--- src/rtl/kart_motion.sv ---
// -----------------------------------------------------------------------------
// kart_motion
//   Per-kart world position generator. Once per frame tick it steers, updates
//   speed, moves the kart along its heading, clamps to the track and publishes
//   the new state with a one-cycle valid strobe. One instance per kart.
//
// Ports
//   clk_in         system clock
//   rst_in         synchronous reset, active low
//   frame_tick_in  one-cycle pulse at start of vertical blanking
//   accel_in       accelerate request (level)
//   brake_in       brake request (level)
//   left_in        steer left (level)
//   right_in       steer right (level)
//   player_x       published x position (11-bit world units)
//   player_y       published y position
//   heading_out    published heading, 0=+x 4=+y 8=-x 12=-y
//   speed_out      published speed
//   pos_valid_out  one-cycle strobe when new values are published
//   overrun_out    sticky: a frame tick had to be dropped
// -----------------------------------------------------------------------------
module kart_motion #(
    parameter logic [10:0] START_X       = 11'd1960,
    parameter logic [10:0] START_Y       = 11'd1960,
    parameter logic [3:0]  START_HEADING = 4'd0,
    parameter logic [10:0] TRACK_MAX     = 11'd2047,
    parameter logic [3:0]  MAX_SPEED     = 4'd15
) (
    input  logic        clk_in,
    input  logic        rst_in,
    input  logic        frame_tick_in,
    input  logic        accel_in,
    input  logic        brake_in,
    input  logic        left_in,
    input  logic        right_in,
    output logic [10:0] player_x,
    output logic [10:0] player_y,
    output logic [3:0]  heading_out,
    output logic [3:0]  speed_out,
    output logic        pos_valid_out,
    output logic        overrun_out
);

    typedef enum logic [2:0] {
        IDLE    = 3'd0,
        STEER   = 3'd1,
        SPEED   = 3'd2,
        MOVE    = 3'd3,
        CLAMP   = 3'd4,
        PUBLISH = 3'd5
    } state_t;

    state_t             state_r;
    logic               pending_r;
    logic               accel_r;
    logic               brake_r;
    logic               left_r;
    logic               right_r;
    logic [3:0]         heading_r;
    logic [3:0]         speed_r;
    logic signed [12:0] pos_x_r;
    logic signed [12:0] pos_y_r;
    logic [10:0]        player_x_r;
    logic [10:0]        player_y_r;
    logic [3:0]         heading_out_r;
    logic [3:0]         speed_out_r;
    logic               pos_valid_r;
    logic               overrun_r;
    logic signed [12:0] dx_s;
    logic signed [12:0] dy_s;

    // Direction cosine table scaled by 8 (index = heading).
    function automatic logic signed [4:0] dir_coef(input logic [3:0] h);
        logic signed [4:0] c;
        case (h)
            4'd0:    c =  5'sd8;
            4'd1:    c =  5'sd7;
            4'd2:    c =  5'sd6;
            4'd3:    c =  5'sd3;
            4'd4:    c =  5'sd0;
            4'd5:    c = -5'sd3;
            4'd6:    c = -5'sd6;
            4'd7:    c = -5'sd7;
            4'd8:    c = -5'sd8;
            4'd9:    c = -5'sd7;
            4'd10:   c = -5'sd6;
            4'd11:   c = -5'sd3;
            4'd12:   c =  5'sd0;
            4'd13:   c =  5'sd3;
            4'd14:   c =  5'sd6;
            4'd15:   c =  5'sd7;
            default: c =  5'sd0;
        endcase
        return c;
    endfunction

    // coef*speed/8 rounded toward minus infinity (arithmetic shift).
    function automatic logic signed [12:0] step_delta(input logic signed [4:0] coef,
                                                      input logic [3:0] spd);
        logic signed [12:0] prod;
        prod = $signed({{8{coef[4]}}, coef}) * $signed({9'd0, spd});
        return prod >>> 3'd3;
    endfunction

    // Limit a signed working coordinate to 0..TRACK_MAX.
    function automatic logic signed [12:0] clamp_coord(input logic signed [12:0] v);
        logic signed [12:0] r;
        if (v < 13'sd0) begin
            r = 13'sd0;
        end else if (v > $signed({2'b00, TRACK_MAX})) begin
            r = $signed({2'b00, TRACK_MAX});
        end else begin
            r = v;
        end
        return r;
    endfunction

    // Per-frame displacement from the already-updated heading and speed.
    always_comb begin
        dx_s = step_delta(dir_coef(heading_r), speed_r);
        dy_s = step_delta(dir_coef(heading_r - 4'd4), speed_r);
    end

    // Update sequencer, tick bookkeeping and registered outputs.
    always_ff @(posedge clk_in) begin
        if (!rst_in) begin
            state_r       <= IDLE;
            pending_r     <= 1'b0;
            accel_r       <= 1'b0;
            brake_r       <= 1'b0;
            left_r        <= 1'b0;
            right_r       <= 1'b0;
            heading_r     <= START_HEADING;
            speed_r       <= 4'd0;
            pos_x_r       <= $signed({2'b00, START_X});
            pos_y_r       <= $signed({2'b00, START_Y});
            player_x_r    <= START_X;
            player_y_r    <= START_Y;
            heading_out_r <= START_HEADING;
            speed_out_r   <= 4'd0;
            pos_valid_r   <= 1'b0;
            overrun_r     <= 1'b0;
        end else begin
            pos_valid_r <= 1'b0;

            // A tick during an update is remembered once; a second one is lost.
            if (frame_tick_in && (state_r != IDLE)) begin
                if (pending_r) begin
                    overrun_r <= 1'b1;
                end else begin
                    pending_r <= 1'b1;
                end
            end

            case (state_r)
                IDLE: begin
                    if (frame_tick_in || pending_r) begin
                        // A tick coinciding with pending is absorbed here.
                        pending_r <= 1'b0;
                        accel_r   <= accel_in;
                        brake_r   <= brake_in;
                        left_r    <= left_in;
                        right_r   <= right_in;
                        state_r   <= STEER;
                    end
                end
                STEER: begin
                    // Steering needs the kart to be rolling already.
                    if (speed_r != 4'd0) begin
                        if (left_r && !right_r) begin
                            heading_r <= heading_r - 4'd1;
                        end else if (right_r && !left_r) begin
                            heading_r <= heading_r + 4'd1;
                        end
                    end
                    state_r <= SPEED;
                end
                SPEED: begin
                    if (brake_r) begin
                        speed_r <= (speed_r >= 4'd2) ? (speed_r - 4'd2) : 4'd0;
                    end else if (accel_r) begin
                        speed_r <= (speed_r >= MAX_SPEED) ? MAX_SPEED : (speed_r + 4'd1);
                    end else begin
                        speed_r <= (speed_r != 4'd0) ? (speed_r - 4'd1) : 4'd0;
                    end
                    state_r <= MOVE;
                end
                MOVE: begin
                    pos_x_r <= pos_x_r + dx_s;
                    pos_y_r <= pos_y_r + dy_s;
                    state_r <= CLAMP;
                end
                CLAMP: begin
                    pos_x_r <= clamp_coord(pos_x_r);
                    pos_y_r <= clamp_coord(pos_y_r);
                    state_r <= PUBLISH;
                end
                PUBLISH: begin
                    player_x_r    <= pos_x_r[10:0];
                    player_y_r    <= pos_y_r[10:0];
                    heading_out_r <= heading_r;
                    speed_out_r   <= speed_r;
                    pos_valid_r   <= 1'b1;
                    state_r       <= IDLE;
                end
                default: begin
                    state_r <= IDLE;
                end
            endcase
        end
    end

    assign player_x      = player_x_r;
    assign player_y      = player_y_r;
    assign heading_out   = heading_out_r;
    assign speed_out     = speed_out_r;
    assign pos_valid_out = pos_valid_r;
    assign overrun_out   = overrun_r;

endmodule

--- config.mk ---
export PLATFORM = sky130hd
export DESIGN_NAME = kart_motion
export DESIGN_NICKNAME = d
export VERILOG_FILES = /design/src/rtl/kart_motion.sv
export SDC_FILE = /design/constraint.sdc
export NUM_CORES = 1
export LEC_CHECK = 0
export BUFFER_PORTS_ARGS = -buffer_cell sky130_fd_sc_hd__buf_2
export CAP_MARGIN = 20
export CORE_MARGIN = 10
export CORE_UTILIZATION = 69
export CTS_BUF_LIST = sky130_fd_sc_hd__clkbuf_8
export CTS_CLUSTER_DIAMETER = 120
export DETAILED_ROUTE_END_ITERATION = 6
export PLACE_DENSITY_LB_ADDON = 0.05
export SETUP_SLACK_MARGIN = 0.02
export SLEW_MARGIN = 20
export SYNTH_ARGS = -nofsm -noshare
export SYNTH_HDL_FRONTEND = slang
export SYNTH_SLANG_ARGS = --single-unit
--- constraint.sdc ---
create_clock -name clk_in -period 12.49 [get_ports clk_in]
set_input_delay 2.498 -clock clk_in [delete_from_list [all_inputs] [get_ports clk_in]]
set_output_delay 2.498 -clock clk_in [all_outputs]
set_load 0.005 [all_outputs]
==> reports/metrics.csv, run 1 <==
stage,metric,value,unit
status,status,completed,
global_routing,total gr overflow,0,
final_layout,register area,1580,um^2
die,row count,33,
clock_network,H-tree Lvls,3,
critical_path,Critical Path Sink,pos_y_r[12]$_SDFFE_PN0P_,
timing,final hold vios,0,
global_routing,number of global-route vias before repair,5230,
clock_network,clock buffer depth,2,
min_path,Hold Startpoint,player_y[0]$_SDFFE_PN0P_,
die,height of the die,113,um
global_routing,largest net degree at the start of global routing,47,
power_and_ir_drop,switching power,175,uW
final_layout,layout cells sized above 1,0.0912,
critical_path,Worst setup EP type,flip-flop,
final_layout,Post-Layout Inst Area,6440,um^2
logic_synthesis,number of synthesized flops with an enable pin,0,
clock_network,"CTS clk-pin slew, worst paths",0.09,ns
logic_synthesis,"Primary FF master, synth",dfxtp_1,
min_path,hold crit path type,flip-flop to flip-flop,
timing,Tmin final,6.69,ns
place,Final Wtd Congestion,0.921,
drt,drt wl/cell,15.9,um
critical_path,critical path peak fanout,11,
drt,DRC viols,0,
power_and_ir_drop,static leakage,0.00315,uW
critical_path,Reg2Reg Setup Slack,5.80,ns
run,max-cap violations,0,
drt,antenna-violating nets left,0,
critical_path,Setup CP Type,flip-flop to flip-flop,
critical_path,Reg-to-Reg End,pos_y_r[12]$_SDFFE_PN0P_,
logic_synthesis,Synth warnings,0,
critical_path,type of origin of the critical path,flip-flop,
die,core area,8340,um^2
global_routing,initial antenna violation count,0,
final_layout,ANT cells,0,
timing,crit share post-route,0.536,
clock_network,post_cts resized,0,
timing,Slew headroom,0.352,
power_and_ir_drop,Pint,407,uW
drt,WL final,13600,um
logic_synthesis,"FF+latch count, synth",79,
logic_synthesis,syn nets,826,
critical_path,Reg2Reg Launch Point,heading_r[0]$_SDFFE_PN0P_,
logic_synthesis,synthesized netlist cell count,721,
power_and_ir_drop,Sw Ratio,0.300,
place,Port Buffer Count,38,
logic_synthesis,Mapped Area,6000,um^2
final_layout,Non-Filler Instances,851,
timing,Final Skew,0.0136,ns
place,placed instance area,6210,um^2
global_routing,first-pass GRT wire length,23800,um
die,Initial Util,0.720,
critical_path,Worst EP arrival,6.98,ns
die,Die W,113,um
timing,RSZ-0062 raised after global routing,false,
timing,# setup viols final,0,
timing,Total Neg Setup Slack,0,ns
drt,DR iter-0 viols,269,
die,I/O pin total,39,
clock_network,number of setup buffers added after CTS,0,
critical_path,Critical path origin,heading_r[0]$_SDFFE_PN0P_,
power_and_ir_drop,share of power burned in registers,0.477,
power_and_ir_drop,PwrDens,90.4,nW/um^2
logic_synthesis,"FFs w/ async S/R, synth",0,
logic_synthesis,post-synth cell types,63,
global_routing,All-Layer GR Usage,0.218,
timing,actual slew at the worst max-slew pin,0.965,ns
power_and_ir_drop,Comb pwr share,0.135,
logic_synthesis,syn avg cell area,8.33,um^2
timing,Max Clk Rate,149,MHz
power_and_ir_drop,Clock Power Share,0.388,
place,hpwl dp,9910,um
logic_synthesis,"Seq/Total Area, Yosys",0.263,
final_layout,area of the multi-input gates,4010,um^2
place,placed insts,835,
timing,"Slew Viols, Final",0,
clock_network,Clock Root Buffer,clkbuf_8,
clock_network,CTS Buf Count,9,
clock_network,hold buffers post-CTS,0,
die,die area,12800,um^2
clock_network,CTS tree,done,
final_layout,Syn-to-layout area delta,7.27,%
final_layout,nets,846,
final_layout,final-layout fill cell count,623,
drt,drt first pass iters,4,
critical_path,Worst R2R Path Depth,24,
critical_path,WP data required,12.77,ns
drt,Via density,5.90,
clock_network,Clock Sink Count,79,
drt,via count,5020,
power_and_ir_drop,Peak VDD IR,0.0720,mV
clock_network,Clock Latency Late Sink,0.37,ns
## cell usage after synthesis (all sizes together), types with 3 or more instances
cell type | count | area share
nand2 | 84 | 0.053
dfxtp | 79 | 0.26
inv | 76 | 0.048
ha | 73 | 0.15
a21oi | 68 | 0.057
nor2 | 49 | 0.031
xnor2 | 35 | 0.052
o21ai | 33 | 0.028
fa | 25 | 0.083
and2 | 24 | 0.025
clkbuf | 23 | 0.014
nand3 | 20 | 0.017
a21o | 17 | 0.021
xor2 | 11 | 0.016
mux2i | 10 | 0.017
buf | 8 | 0.0069
a221oi | 6 | 0.0088
nor3 | 6 | 0.0050
o211ai | 6 | 0.0075
nand2b | 5 | 0.0052
o21a | 5 | 0.0065
o21bai | 5 | 0.0063
nand3b | 4 | 0.0050
nor3b | 4 | 0.0058
a211oi | 3 | 0.0054
a31oi | 3 | 0.0031
nand4 | 3 | 0.0031
## through the flow
step / total power [uW] / setup WS (ns) / hold slack, ns / utilization
after detailed placement: 360 / 5.88 / 0.443 / 0.745
final: 582 / 5.80 / 0.455 / 0.772
after global routing: 602 / 5.31 / 0.483 / 0.772
after CTS: 582 / 5.83 / 0.456 / 0.772
after floorplan: 340 / 6.55 / 0.442 / -
after global placement: 355 / 6.19 / 0.438 / 0.745
## worst max-delay path: stages (launching register included)
cell and delay, ns:
dfxtp_1 0.57, inv_1 0.15, ha_1 0.32, mux4_2 0.49
and2_1 0.19, ha_1 0.28, inv_1 0.05, fa_1 0.51
fa_1 0.52, inv_1 0.04, ha_1 0.34, nand4_1 0.11
o21ai_0 0.40, a41o_1 0.23, a21oi_1 0.07, xnor2_1 0.58
ha_1 0.39, o21ai_0 0.10, nand2_1 0.10, a311o_1 0.39
a21o_1 0.18, a21oi_1 0.16, xnor2_1 0.17, nand4b_1 0.13
o211ai_1 0.13
## power groups by stage
stage	sequential, uW	clock (uW)	combinational [uW]
2_1_floorplan	272	0	68.3
3_3_place_gp	282	0	72.8
3_5_place_dp	283	0	76.9
4_1_cts	277	226	78.5
5_1_grt	280	233	89.3
6_report	278	226	78.7
## sequential cells by signal, summed over array words and instances (netlist names), named ones only
signal / count
left_r: 1
player_x: 11
heading_r: 4
player_y: 11
accel_r: 1
right_r: 1
state_r: 3
pos_x_r: 13
speed_out: 4
brake_r: 1
pos_y_r: 13
heading_out: 4
pos_valid_out: 1
speed_r: 4
overrun_out: 1
pending_r: 1
## worst min path at each step
stage          slack, ns  cells after the start                   endpoint
4_1_cts             0.46                      2   player_y[0]$_SDFFE_PN0P_
3_5_place_dp        0.44                      2   player_y[0]$_SDFFE_PN0P_
3_3_place_gp        0.44                      2   player_y[0]$_SDFFE_PN0P_
5_1_grt             0.48                      2  speed_out[0]$_SDFFE_PN0P_
2_1_floorplan       0.44                      2   overrun_out$_SDFFE_PN0P_
6_report            0.45                      2   player_y[0]$_SDFFE_PN0P_
## cells in the final DEF, fill, tap and decap left out, types with 5 or more instances in the layout
| cell type | n |
|---|---|
| nor2_1 | 49 |
| mux2i_1 | 10 |
| dfxtp_1 | 79 |
| clkbuf_8 | 9 |
| o21bai_1 | 5 |
| buf_2 | 38 |
| fa_1 | 25 |
| o211ai_1 | 6 |
| inv_1 | 75 |
| a21o_1 | 17 |
| xor2_1 | 11 |
| a221oi_1 | 6 |
| xnor2_1 | 34 |
| nand2b_1 | 5 |
| nand3_1 | 20 |
| a21oi_1 | 68 |
| o21ai_0 | 32 |
| nand2_1 | 84 |
| ha_1 | 73 |
| and2_1 | 24 |
| nor3_1 | 6 |
## cell type report
| class | count | area share |
|---|---|---|
| multi-input combinational | 535 | 0.623 |
| inverter | 76 | 0.0443 |
| timing repair buffer | 40 | 0.0319 |
| sequential | 79 | 0.246 |
| tap | 105 | 0.0204 |
| clock inverter | 7 | 0.0161 |
| clock buffer | 9 | 0.0192 |
## per-layer routing
layer / wire length (um) / share of wire / track usage
met4: 275 / 0.020 / 0.0905
met5: 0 / 0 / 0
met2: 6740 / 0.50 / 0.382
met3: 842 / 0.062 / 0.0423
met1: 5690 / 0.42 / 0.254
## cell families (layout without fill, tap and decap cells)
group / count (synthesis) / count (layout) / share of synthesized area
compound gates: 164 / 164 / 0.170
xor+xnor: 46 / 46 / 0.0683
fa+ha+maj: 98 / 98 / 0.235
buf+inv: 107 / 132 / 0.0688
flops: 79 / 79 / 0.263
mux: 13 / 13 / 0.0260
simple gates: 214 / 214 / 0.168
Note: power is estimated with default switching activity, not from simulation.
==> run 2, diff against run 1 <==
--- a/config.mk
+++ b/config.mk
@@ -8,7 +8,7 @@
 export BUFFER_PORTS_ARGS = -buffer_cell sky130_fd_sc_hd__buf_2
 export CAP_MARGIN = 20
 export CORE_MARGIN = 10
-export CORE_UTILIZATION = 69
+export CORE_UTILIZATION = 57
 export CTS_BUF_LIST = sky130_fd_sc_hd__clkbuf_8
 export CTS_CLUSTER_DIAMETER = 120
 export DETAILED_ROUTE_END_ITERATION = 6
==> constraint.sdc (replaced) <==
create_clock -name clk_in -period 5.5 [get_ports clk_in]
set_input_delay 1.1 -clock clk_in [delete_from_list [all_inputs] [get_ports clk_in]]
set_output_delay 1.1 -clock clk_in [all_outputs]
set_load 0.005 [all_outputs]
==> run 2 against run 1 <==
Clock power rose by 100%. Sequential power rose by 120%. Count of clock-buffer cells in the layout stayed put. Total power rose by 120%. Wire length increased by 4.3%. Final cell count up 6.8%. Sequential share of layout area decreased by 1.6 points. Flip-flop and latch count stayed put. Setup slack worse by 5.8 ns. Maximum frequency grew 22%. First-iteration DRC count rose by 24%. Core utilization fell by 10 points. Critical endpoint unchanged. Highest routed layer unchanged.
==> reports/metrics.csv, run 2 (synthesized netlist as in run 1, its figures left out) <==
stage,metric,value,unit,change
die,core area,10300,um^2,was 8340 um^2
drt,antenna-violating nets left,0,,unchanged
final_layout,final-layout fill cell count,900,,was 623
critical_path,Setup CP Type,flip-flop to flip-flop,,unchanged
final_layout,most frequent cells in the layout,"nand2_1 (84), dfxtp_1 (77), inv_1 (68), ha_1 (61), a21oi_1 (60)",,"was nand2_1 (84), dfxtp_1 (79), inv_1 (75), ha_1 (73), a21oi_1 (68)"
place,placed instance area,6400,um^2,was 6210 um^2
critical_path,crit-path leading delay family,adder cells,,unchanged
global_routing,total gr overflow,0,,unchanged
clock_network,"CTS clk-pin slew, worst paths",0.09,ns,about the same
die,I/O pin total,39,,unchanged
power_and_ir_drop,Peak VDD IR,0.160,mV,was 0.0720 mV
critical_path,type of origin of the critical path,flip-flop,,unchanged
clock_network,Clock Latency Late Sink,0.36,ns,was 0.37 ns
status,status,completed,,unchanged
drt,Via density,5.58,,was 5.90
drt,WL final,14100,um,was 13600 um
timing,crit share post-route,0.997,,was 0.536
clock_network,H-tree Lvls,3,,unchanged
critical_path,WP data required,5.79,ns,was 12.77 ns
global_routing,first-pass GRT wire length,23800,um,about the same
critical_path,CP peak stage delay,0.50,ns,was 0.58 ns
critical_path,CP dominant cell by count,ha_4,,was ha_1
min_path,hold crit path type,flip-flop to flip-flop,,unchanged
timing,RSZ-0062 raised after global routing,true,,was false
timing,Min Hold Slack,0.454,ns,was 0.455 ns
drt,via count,5072,,was 5020
timing,Total Neg Setup Slack,0,ns,unchanged
critical_path,Reg-to-Reg End,pos_y_r[12]$_SDFFE_PN0P_,,unchanged
critical_path,Buffers & Inverters on Critical Path,4,,was 3
timing,Slew headroom,0.357,,was 0.352
global_routing,All-Layer GR Usage,0.191,,was 0.218
drt,DR iter-0 viols,334,,was 269
place,hpwl dp,10100,um,was 9910 um
timing,Tmin final,5.49,ns,was 6.69 ns
final_layout,biggest registers after layout,"pos_x_r (13), pos_y_r (13)",,unchanged
global_routing,largest net degree at the start of global routing,47,,unchanged
run,max-cap violations,0,,unchanged
power_and_ir_drop,PwrDens,186,nW/um^2,was 90.4 nW/um^2
drt,drt first pass iters,4,,unchanged
global_routing,number of global-route vias before repair,5143,,was 5230
die,row count,37,,was 33
critical_path,Worst setup EP type,flip-flop,,unchanged
clock_network,clock buffer depth,2,,unchanged
final_layout,layout cells sized above 1,0.171,,was 0.0912
die,die area,15000,um^2,was 12800 um^2
critical_path,Worst EP arrival,5.77,ns,was 6.98 ns
drt,DRC viols,0,,unchanged
min_path,hold endpoint,overrun_out$_SDFFE_PN0P_,,was player_y[0]$_SDFFE_PN0P_
critical_path,Worst R2R Path Depth,25,,was 24
final_layout,"commonest non-fill, non-tap cell in the layout",nand2_1,,unchanged
clock_network,Clock Root Buffer,clkbuf_8,,unchanged
min_path,hold path depth,2,,unchanged
clock_network,Clock Sink Count,79,,unchanged
timing,Max Clk Rate,182,MHz,was 149 MHz
timing,# setup viols final,0,,unchanged
die,Die W,123,um,was 113 um
critical_path,Reg2Reg Setup Slack,0.01,ns,was 5.80 ns
final_layout,nets,872,,was 846
place,Final Wtd Congestion,0.856,,was 0.921
clock_network,CTS tree,done,,unchanged
critical_path,Reg2Reg Launch Point,heading_r[0]$_SDFFE_PN0P_,,unchanged
die,height of the die,123,um,was 113 um
final_layout,Post-Layout Inst Area,6900,um^2,was 6440 um^2
clock_network,CTS Buf Count,9,,unchanged
place,Port Buffer Count,38,,unchanged
final_layout,Syn-to-layout area delta,15.0,%,was 7.27%
die,Initial Util,0.584,,was 0.720
critical_path,Crit-path slowest cell,fa_1,,was xnor2_1
timing,Final Skew,0.0115,ns,was 0.0136 ns
power_and_ir_drop,static leakage,0.00329,uW,was 0.00315 uW
global_routing,initial antenna violation count,0,,unchanged
timing,final hold vios,0,,unchanged
drt,drt wl/cell,15.5,um,was 15.9 um
critical_path,critical path peak fanout,6,,was 11
min_path,Hold Startpoint,overrun_out$_SDFFE_PN0P_,,was player_y[0]$_SDFFE_PN0P_
timing,actual slew at the worst max-slew pin,0.958,ns,was 0.965 ns
timing,"Slew Viols, Final",0,,unchanged
-- run 2: layout make-up --
cell class,count,area [um^2],area share
diodes,1,2.50,0.000363
repair buffers,66,412,0.0596
multi-input cells,535,4240,0.614
well taps,136,170,0.0247
flip-flops and latches,79,1590,0.230
inverters,76,288,0.0417
clock buffers,9,124,0.0179
clock inverters,7,78.8,0.0114
-- run 2: worst register-to-register path, delay by kind of cell, from the launching register on --
family	cells	cell delay, ns
fa+ha+maj	6	1.89
compound gates	9	1.69
mux	1	0.48
flops	1	0.39
xor+xnor	2	0.37
simple gates	3	0.31
buf+inv	4	0.29
-- run 2: how the worst max path moves through the flow --
stage	from	end	slack, ns	depth (start not counted)
floorplan	heading_r[0]$_SDFFE_PN0P_	pos_y_r[12]$_SDFFE_PN0P_	0.04	24
global placement	heading_r[0]$_SDFFE_PN0P_	pos_y_r[12]$_SDFFE_PN0P_	0.03	23
detailed placement	heading_r[0]$_SDFFE_PN0P_	pos_y_r[12]$_SDFFE_PN0P_	-0.13	23
CTS	heading_r[0]$_SDFFE_PN0P_	pos_y_r[12]$_SDFFE_PN0P_	0.02	24
global route	heading_r[0]$_SDFFE_PN0P_	pos_y_r[12]$_SDFFE_PN0P_	-0.17	25
finish	heading_r[0]$_SDFFE_PN0P_	pos_y_r[12]$_SDFFE_PN0P_	0.01	25
-- run 2: where the power goes --
part	switching, uW	internal (uW)	total, uW
Clock	246	215	461
Sequential	27.0	591	618
Combinational	121	82.1	203
Total	393	888	1280
-- run 2: layer usage --
metal	vias to the layer above	part of all wire	track usage
li1	2526	-	-
met1	2409	0.44	0.241
met2	115	0.49	0.324
met3	22	0.048	0.0289
met4	0	0.019	0.0677
met5	-	0	0
-- run 2: repair_timing --
item	4_1_cts	5_1_grt
gates resized for setup	19	25
hold buffers	0	0
setup endpoints to repair	2	3
buffers inserted	6	7
pin swaps	21	25
-- run 2: per-stage QoR --
step | setup WS, ns | cells | total power [uW] | util
floorplan | 0.0384 | 721 | 773 | -
global placement | 0.0308 | 879 | 817 | 0.623
detailed placement | -0.126 | 879 | 824 | 0.623
CTS | 0.0233 | 901 | 1280 | 0.657
global route | -0.173 | 908 | 1350 | 0.671
finish | 0.0145 | 909 | 1280 | 0.672
